`src/rtl/wave_param_ctrl.sv`:
```
// Button-driven edit controller for waveform type, frequency and amplitude.
// Define WAVE_PARAM_AUTOREPEAT_EN to build the hold-to-auto-repeat FSM and counter.
module wave_param_ctrl #(
  parameter int WAVE_TYPES    = 4,
  parameter int FREQ_MIN      = 1,
  parameter int FREQ_MAX      = 1000,
  parameter int FREQ_DEFAULT  = 100,
  parameter int FREQ_STEP     = 1,
  parameter int AMP_STEP      = 16,
  parameter int AMP_DEFAULT   = 128,
  parameter int HOLD_CYCLES   = 50000000,
  parameter int REPEAT_CYCLES = 10000000
) (
  input  logic        clk,
  input  logic        rst,
  input  logic        btn_mode_p,
  input  logic        btn_up_p,
  input  logic        btn_down_p,
  input  logic        btn_up_lvl,
  input  logic        btn_down_lvl,
  output logic [1:0]  field_sel,
  output logic [1:0]  wave_sel,
  output logic [15:0] freq_val,
  output logic [7:0]  amp_val,
  output logic        cfg_update
);

  typedef enum logic [1:0] {
    F_WAVE = 2'd0,
    F_FREQ = 2'd1,
    F_AMP  = 2'd2
  } field_t;

  localparam logic [1:0]         WAVE_LAST = 2'(WAVE_TYPES - 1);
  localparam logic signed [17:0] FSTEP_S   = 18'(FREQ_STEP);
  localparam logic signed [17:0] FMIN_S    = 18'(FREQ_MIN);
  localparam logic signed [17:0] FMAX_S    = 18'(FREQ_MAX);
  localparam logic [15:0]        FMIN_U    = 16'(FREQ_MIN);
  localparam logic [15:0]        FMAX_U    = 16'(FREQ_MAX);
  localparam logic signed [9:0]  ASTEP_S   = 10'(AMP_STEP);
  localparam logic signed [9:0]  AMAX_S    = 10'sd255;

  function automatic logic [1:0] wrap_wave(input logic [1:0] w, input logic up);
    if (up) return (w == WAVE_LAST) ? 2'd0 : w + 2'd1;
    return (w == 2'd0) ? WAVE_LAST : w - 2'd1;
  endfunction

  function automatic logic [15:0] sat_freq(input logic [15:0] f, input logic up);
    logic signed [17:0] t;
    t = $signed({2'b00, f}) + (up ? FSTEP_S : -FSTEP_S);
    if (t > FMAX_S) return FMAX_U;
    if (t < FMIN_S) return FMIN_U;
    return t[15:0];
  endfunction

  function automatic logic [7:0] sat_amp(input logic [7:0] a, input logic up);
    logic signed [9:0] t;
    t = $signed({2'b00, a}) + (up ? ASTEP_S : -ASTEP_S);
    if (t > AMAX_S) return 8'hff;
    if (t < 10'sd0) return 8'h00;
    return t[7:0];
  endfunction

  field_t      field_p0, field_nxt;
  logic [1:0]  wave_p0, wave_nxt;
  logic [15:0] freq_p0, freq_nxt;
  logic [7:0]  amp_p0, amp_nxt;
  logic        upd_p0, upd_nxt;

  logic press_acc;
  logic rep_step;
  logic step_req;
  logic step_up;

  // mode wins over up/down; simultaneous up+down cancels
  assign press_acc = !btn_mode_p && (btn_up_p ^ btn_down_p);

`ifdef WAVE_PARAM_AUTOREPEAT_EN
  localparam int CNT_W = (HOLD_CYCLES > 1) ? $clog2(HOLD_CYCLES) : 1;
  localparam logic [CNT_W-1:0] HOLD_LAST = CNT_W'(HOLD_CYCLES - 1);
  localparam logic [CNT_W-1:0] REP_LAST  = CNT_W'(REPEAT_CYCLES - 1);

  typedef enum logic [1:0] {
    RS_IDLE   = 2'd0,
    RS_HOLD   = 2'd1,
    RS_REPEAT = 2'd2
  } rep_state_t;

  rep_state_t       rs_p0, rs_nxt;
  logic [CNT_W-1:0] cnt_p0, cnt_nxt;
  logic             dir_p0, dir_nxt;
  logic             lat_lvl, opp_lvl, rep_field, rep_break;

  always_comb begin
    rs_nxt    = rs_p0;
    cnt_nxt   = cnt_p0;
    dir_nxt   = dir_p0;
    rep_step  = 1'b0;
    lat_lvl   = dir_p0 ? btn_up_lvl : btn_down_lvl;
    opp_lvl   = dir_p0 ? btn_down_lvl : btn_up_lvl;
    rep_field = (field_p0 == F_FREQ) || (field_p0 == F_AMP);
    rep_break = btn_mode_p || btn_up_p || btn_down_p || !lat_lvl || opp_lvl;
    case (rs_p0)
      RS_HOLD: begin
        if (rep_break) begin
          rs_nxt  = RS_IDLE;
          cnt_nxt = '0;
        end else if (cnt_p0 == HOLD_LAST) begin
          rep_step = 1'b1;
          rs_nxt   = RS_REPEAT;
          cnt_nxt  = '0;
        end else begin
          cnt_nxt = cnt_p0 + CNT_W'(1);
        end
      end
      RS_REPEAT: begin
        if (rep_break) begin
          rs_nxt  = RS_IDLE;
          cnt_nxt = '0;
        end else if (cnt_p0 == REP_LAST) begin
          rep_step = 1'b1;
          cnt_nxt  = '0;
        end else begin
          cnt_nxt = cnt_p0 + CNT_W'(1);
        end
      end
      default: ;
    endcase
    // an accepted press always restarts the hold timer, from any state
    if (press_acc && rep_field) begin
      rs_nxt  = RS_HOLD;
      dir_nxt = btn_up_p;
      cnt_nxt = '0;
    end
  end

  always_ff @(posedge clk) begin
    if (rst) begin
      rs_p0  <= RS_IDLE;
      cnt_p0 <= '0;
      dir_p0 <= 1'b0;
    end else begin
      rs_p0  <= rs_nxt;
      cnt_p0 <= cnt_nxt;
      dir_p0 <= dir_nxt;
    end
  end

  assign step_up = press_acc ? btn_up_p : dir_p0;
`else
  logic unused_lvl;
  assign unused_lvl = btn_up_lvl ^ btn_down_lvl;
  assign rep_step   = 1'b0;
  assign step_up    = btn_up_p;
`endif

  assign step_req = press_acc || rep_step;

  always_comb begin
    field_nxt = field_p0;
    if (btn_mode_p) begin
      case (field_p0)
        F_WAVE:  field_nxt = F_FREQ;
        F_FREQ:  field_nxt = F_AMP;
        default: field_nxt = F_WAVE;
      endcase
    end
  end

  always_comb begin
    wave_nxt = wave_p0;
    freq_nxt = freq_p0;
    amp_nxt  = amp_p0;
    if (step_req) begin
      case (field_p0)
        F_WAVE:  wave_nxt = wrap_wave(wave_p0, step_up);
        F_FREQ:  freq_nxt = sat_freq(freq_p0, step_up);
        F_AMP:   amp_nxt  = sat_amp(amp_p0, step_up);
        default: ;
      endcase
    end
    upd_nxt = (wave_nxt != wave_p0) || (freq_nxt != freq_p0) || (amp_nxt != amp_p0);
  end

  // p0: registered configuration outputs, one cycle after the sampled press
  always_ff @(posedge clk) begin
    if (rst) begin
      field_p0 <= F_WAVE;
      wave_p0  <= 2'd0;
      freq_p0  <= 16'(FREQ_DEFAULT);
      amp_p0   <= 8'(AMP_DEFAULT);
      upd_p0   <= 1'b0;
    end else begin
      field_p0 <= field_nxt;
      wave_p0  <= wave_nxt;
      freq_p0  <= freq_nxt;
      amp_p0   <= amp_nxt;
      upd_p0   <= upd_nxt;
    end
  end

  assign field_sel  = field_p0;
  assign wave_sel   = wave_p0;
  assign freq_val   = freq_p0;
  assign amp_val    = amp_p0;
  assign cfg_update = upd_p0;

endmodule

```
`config.mk`:
```
export PLATFORM = sky130hd
export DESIGN_NAME = wave_param_ctrl
export DESIGN_NICKNAME = d
export VERILOG_FILES = /design/src/rtl/wave_param_ctrl.sv
export SDC_FILE = /design/constraint.sdc
export NUM_CORES = 1
export LEC_CHECK = 0
export BUFFER_PORTS_ARGS = -buffer_cell sky130_fd_sc_hd__buf_2
export CORE_MARGIN = 2
export CORE_UTILIZATION = 61
export CTS_BUF_LIST = sky130_fd_sc_hd__clkbuf_2 sky130_fd_sc_hd__clkbuf_4 sky130_fd_sc_hd__clkbuf_8
export DETAILED_ROUTE_END_ITERATION = 12
export PLACE_DENSITY = 0.89
export SYNTH_ARGS = -nofsm -noshare
export SYNTH_HDL_FRONTEND = slang
export SYNTH_SLANG_ARGS = --single-unit
```
`constraint.sdc`:
```
create_clock -name clk -period 5.54 [get_ports clk]
set_clock_uncertainty 0.2 [all_clocks]
set_input_delay 0.277 -clock clk [delete_from_list [all_inputs] [get_ports clk]]
set_output_delay 0.277 -clock clk [all_outputs]
set_load 0.02 [all_outputs]
```
# After elaboration in Yosys (flattened, before gate mapping)
# Cells that the tools add are included.
[totals]
regBits = 29
in_bits = 7
output_inout_bits = 29
elab_cells = 64
[classes]
addsub = 4
n_lt_le_gt_ge = 4
n_eq_ne = 6
n_mux = 38
bitwise = 1
reduce_logical = 6
[op_table]
columns = ["op", "n"]
rows = [
  ["$mux 16", 6],
  ["$mux 8", 6],
  ["$add 17x18->18", 1],
  ["$gt 18x11->1 const B", 1],
  ["$lt 18x2->1 const B", 1],
  ["$mux 18", 1],
  ["$mux 1", 17],
  ["$ne 16x16->1", 1],
  ["$mux 2", 6],
  ["$add 9x10->10", 1],
  ["$gt 10x9->1 const B", 1],
  ["$lt 10x1->1 const B", 1],
  ["$mux 10", 1],
  ["$ne 8x8->1", 1],
  ["$eq 2x2->1 const B", 2],
  ["$logic_not 2->1", 2],
  ["$pmux 2 s2", 1],
  ["$add 2x1->2 const B", 1],
  ["$eq 2x1->1 const B", 1],
  ["$logic_or 1x1->1", 2],
  ["$ne 2x2->1", 1],
  ["$sub 2x1->2 const B", 1],
  ["$logic_and 1x1->1", 1],
  ["$logic_not 1->1", 1],
  ["$xor 1x1->1", 1],
]

# Longest topological paths before layout
[depth]
ltp_word = 16
mapped_depth = 15
ltp_nobuf = 12

# Worst setup path after synthesis
# No wires, ideal clock.
[synth_timing]
kind = "input -> register"
from = "input port btn_up_p"
to = "register upd_p0 (netlist: cfg_update)"
setup_time_ps = 129
t_arrival_ps = 3931
t_required_ps = 5211
slack_ps = 1280
stages = 13
n_path_buf = 1
cell_sequence = "buf_2 clkinv_1 ha_1 or4_1 o21a_1 a311oi_1 o21ai_1 a2111oi_2 o21ai_1 or4_1 a32o_1 o41ai_2 nand3_1"
[synth_via]
elab_chain_cells = 14
elab_cells_between_ends = 45
classes_between = "add/sub (2); order compare (4); eq/ne (3); mux (32); bitwise (1); reduce/logical (3)"
[synth_lines]
columns = ["element", "line", "source"]
rows = [
  ["from (decl)", "17", "input logic btn_up_p,"],
  ["$mux 18", "50", "t = $signed({2'b00, f}) + (up ? FSTEP_S : -FSTEP_S);"],
  ["$add 17x18->18", "50", ""],
  ["$lt 18x2->1", "52", "if (t < FMIN_S) return FMIN_U;"],
  ["$mux 1 (2 in a row)", "52", ""],
  ["$mux 1", "175", "case (field_p0)"],
  ["$mux 1", "174", "if (step_req) begin"],
  ["$mux 16", "53", "return t[15:0];"],
  ["$mux 16", "52", ""],
  ["$mux 16", "175", ""],
  ["$mux 16", "174", ""],
  ["$ne 16x16->1", "182", "upd_nxt = (wave_nxt != wave_p0) || (freq_nxt != freq_p0) || (amp_nxt != amp_p0);"],
  ["$logic_or 1x1->1", "182", ""],
  ["$logic_or 1x1->1 (*)", "182", ""],
  ["to (signal assigned)", "198", "upd_p0 <= upd_nxt;"],
  ["to (decl)", "68", "logic upd_p0, upd_nxt;"],
]
# Mark *: on every way between the ends. The rest lies on a longest branch, timed or not. The select of a mux whose other input is x is not followed.
# A chain may end at the register's enable or synchronous reset.

# Final worst setup path
# Same ends and word-level chain as after synthesis.

==> flow_metrics.tcl <==
set metrics [dict create \
    power-per-cell-area_nw_per_um2 176.4 \
    reg2reg_depth 11 \
    insertion_delay_ns 0.28 \
    first_pass_iters 5 \
    syn_nets 436 \
    cts_setup_buffers 0 \
    worstReg2RegStart "freq_val[1]$_SDFF_PP0_" \
    finalCritPeriodShare_pct 85.58 \
    antenna_found_initial 0 \
    final_area_um2 3293 \
    grtUsageTotal_pct 29.75 \
    rows 25 \
    dp_slack_ns 0.5710 \
    die_y_um 74.49 \
    slew_violations 0 \
    grt_overflow 0 \
    slew_headroom_pct 38.76 \
    diodes 0 \
    netlist.area_leader.share_pct 19.16 \
    avgSynthCellArea_um2 7.520 \
    drive_gt1_share_pct 13.11 \
    min_to "field_sel[1]$_SDFFE_PP0P_" \
    finalSetupViolCount 0 \
    worstPathMaxFanout 17 \
    instances_no_fill 494 \
    crit_type "input port to flop" \
    ys_seq_area_share_pct 19.16 \
    cts_tree "built" \
    setup.worst_path.start "btn_up_p" \
    max_freq_ghz 0.2109 \
    ys_seq_elements 29 \
    synthCells 403 \
    rrSetupSlack_ns 1.30 \
    core_um2 4755 \
    post_dp_cell_area_um2 3203 \
    dp_hpwl_um 5948 \
    seqCellArea_um2 580.6 \
    die_x_um 74.49 \
    fin_ws_ns 0.7987 \
    crit_path_start_kind "input port" \
    synth-main-ff-cell "dfxtp_1" \
    clockBufferDepth 2 \
    grt_pass1_wl_um 13210 \
    synth_most_common_cell "nor2_1" \
    cts.repair.resized 0 \
    status "finished clean" \
    cts_made_buffers 5 \
    netlist_area_um2 3030 \
    clock_sinks 29 \
    ios 36 \
    hold_ws_ns 0.1097 \
    clk_pin_slew_worst_paths_ns 0.06 \
    synth-async-reset-ratio_pct 0 \
    area_delta_synth_final_pct 8.671 \
    p_leak_nw 1.358 \
    viasPerCell 6.765 \
    synth_edf_count 0 \
    final_antenna_net_count 0 \
    vias 3342 \
    final_util_pct 69.26 \
    min-delay-start "btn_mode_p" \
    hold_viol 0 \
    tns_ns 0 \
    place_inst 487 \
    peakVddDrop_mv 0.1411 \
    fillerInstances 413 \
    clock_tree.htree_level_count 2 \
    grt_start_max_net_pins 23 \
    multi_input_area_um2 2302 \
    port_buffers 33 \
    hp-class "input port to flop" \
    synth.distinct_cells 72 \
    die-area_um2 5548 \
    ctsRootBufferMaster "clkbuf_8" \
    finalPower_mw 0.5808 \
    nets 460 \
    synth_top_area_cell "dfxtp_1" \
    ctsHoldBuffers 0 \
    first_iter_violations 286 \
    wl_um 7998 \
    ys_warn_count 0 \
    synth_area_leaders "dfxtp_1, ha_1, nor2_1" \
    min_period_ns 4.741 \
    regToRegEndpoint "cfg_update$_SDFF_PP0_" \
    synth_commonest_cells "nor2_1, a21oi_1, nand2_1" \
    post_drt_wl_per_cell_um 16.19 \
    hold_depth 3 \
    crit_path_end_kind "flop" \
    start_util_pct 63.74 \
    crit_required_ns 5.49 \
    cp_data_arrival_time_ns 4.70 \
    gp_congestion 0.9549 \
    drc_errors 0 \
    grt_pass1_vias 2918 \
    rsz0062_at_grt "no" \
    max_cap_viol_count 0 \
    tightest_slew_ns 0.9116 \
]
[sequential cells by signal (all words and copies together), names as in the netlist]
name / flops
freq_val: 16
amp_val: 8
wave_sel: 2
cfg_update: 1
field_sel: 2
[layout make-up]
class,count,area share [%]
multi-input combinational,340,69.91
sequential,29,17.63
timing repair buffer,34,5.243
clock buffer,7,2.736
tap,67,2.546
inverter,17,1.938
[worst max-delay path: stages]
cell	delay, ns
buf_2	0.27
clkinv_1	0.42
buf_4	0.36
ha_1	0.43
a21oi_1	0.40
nor2b_1	0.24
nand3_1	0.10
and3_1	0.19
o31ai_1	0.46
nand3_1	0.33
or4_1	0.59
a32o_1	0.23
o41ai_2	0.27
nand3_1	0.12
[metal layers]
layer	vias up	wire, um	track usage, %
li1	1579	-	-
met5	-	0	0
met4	0	112	6.944
met3	19	598	6.233
met1	1573	3587	39.82
met2	171	3700	49.26
[power breakdown]
part           switching [mW]  internal (mW)  total, mW
Sequential            0.00978          0.215      0.224
Combinational           0.112         0.0653      0.177
Clock                  0.0763          0.103      0.180
Total                   0.198          0.383      0.581
[kinds of logic (layout without fill, tap and decap cells)]
group	after synthesis	in the layout	share of synthesized area [%]
AO/OA/AOI/OAI	141	141	33.65
buffers and inverters	34	58	4.872
flip-flops	29	29	19.16
multiplexers	3	3	0.9910
adder cells (fa/ha/maj)	26	26	11.23
AND/OR/NAND/NOR	154	154	25.48
XOR/XNOR	16	16	4.624
[cells in the final DEF, fill, tap and decap left out, drive strengths merged, types with 6 or more instances in the layout]
master,synthesis,routed
nor4,6,6
nor2,45,45
dfxtp,29,29
ha,24,24
o21a,6,6
nand3,10,10
clkbuf,11,7
xnor2,11,11
a211o,6,6
o22ai,6,6
nor3,20,20
o21ai,23,23
a211oi,9,9
o211ai,6,6
inv,16,16
buf,6,34
and3,7,7
a21oi,33,33
and2,6,6
nand2,32,32
[how the worst max path moves through the flow]
| stage | end | cells past startpoint | slack, ns |
|---|---|---|---|
| after floorplan | cfg_update$_SDFF_PP0_ | 13 | 1.28 |
| after global placement | cfg_update$_SDFF_PP0_ | 14 | 0.69 |
| after detailed placement | cfg_update$_SDFF_PP0_ | 14 | 0.57 |
| after CTS | cfg_update$_SDFF_PP0_ | 14 | 0.88 |
| after global routing | cfg_update$_SDFF_PP0_ | 14 | 0.53 |
| final | cfg_update$_SDFF_PP0_ | 14 | 0.80 |
No activity file was read; power rests on OpenSTA's default activity.
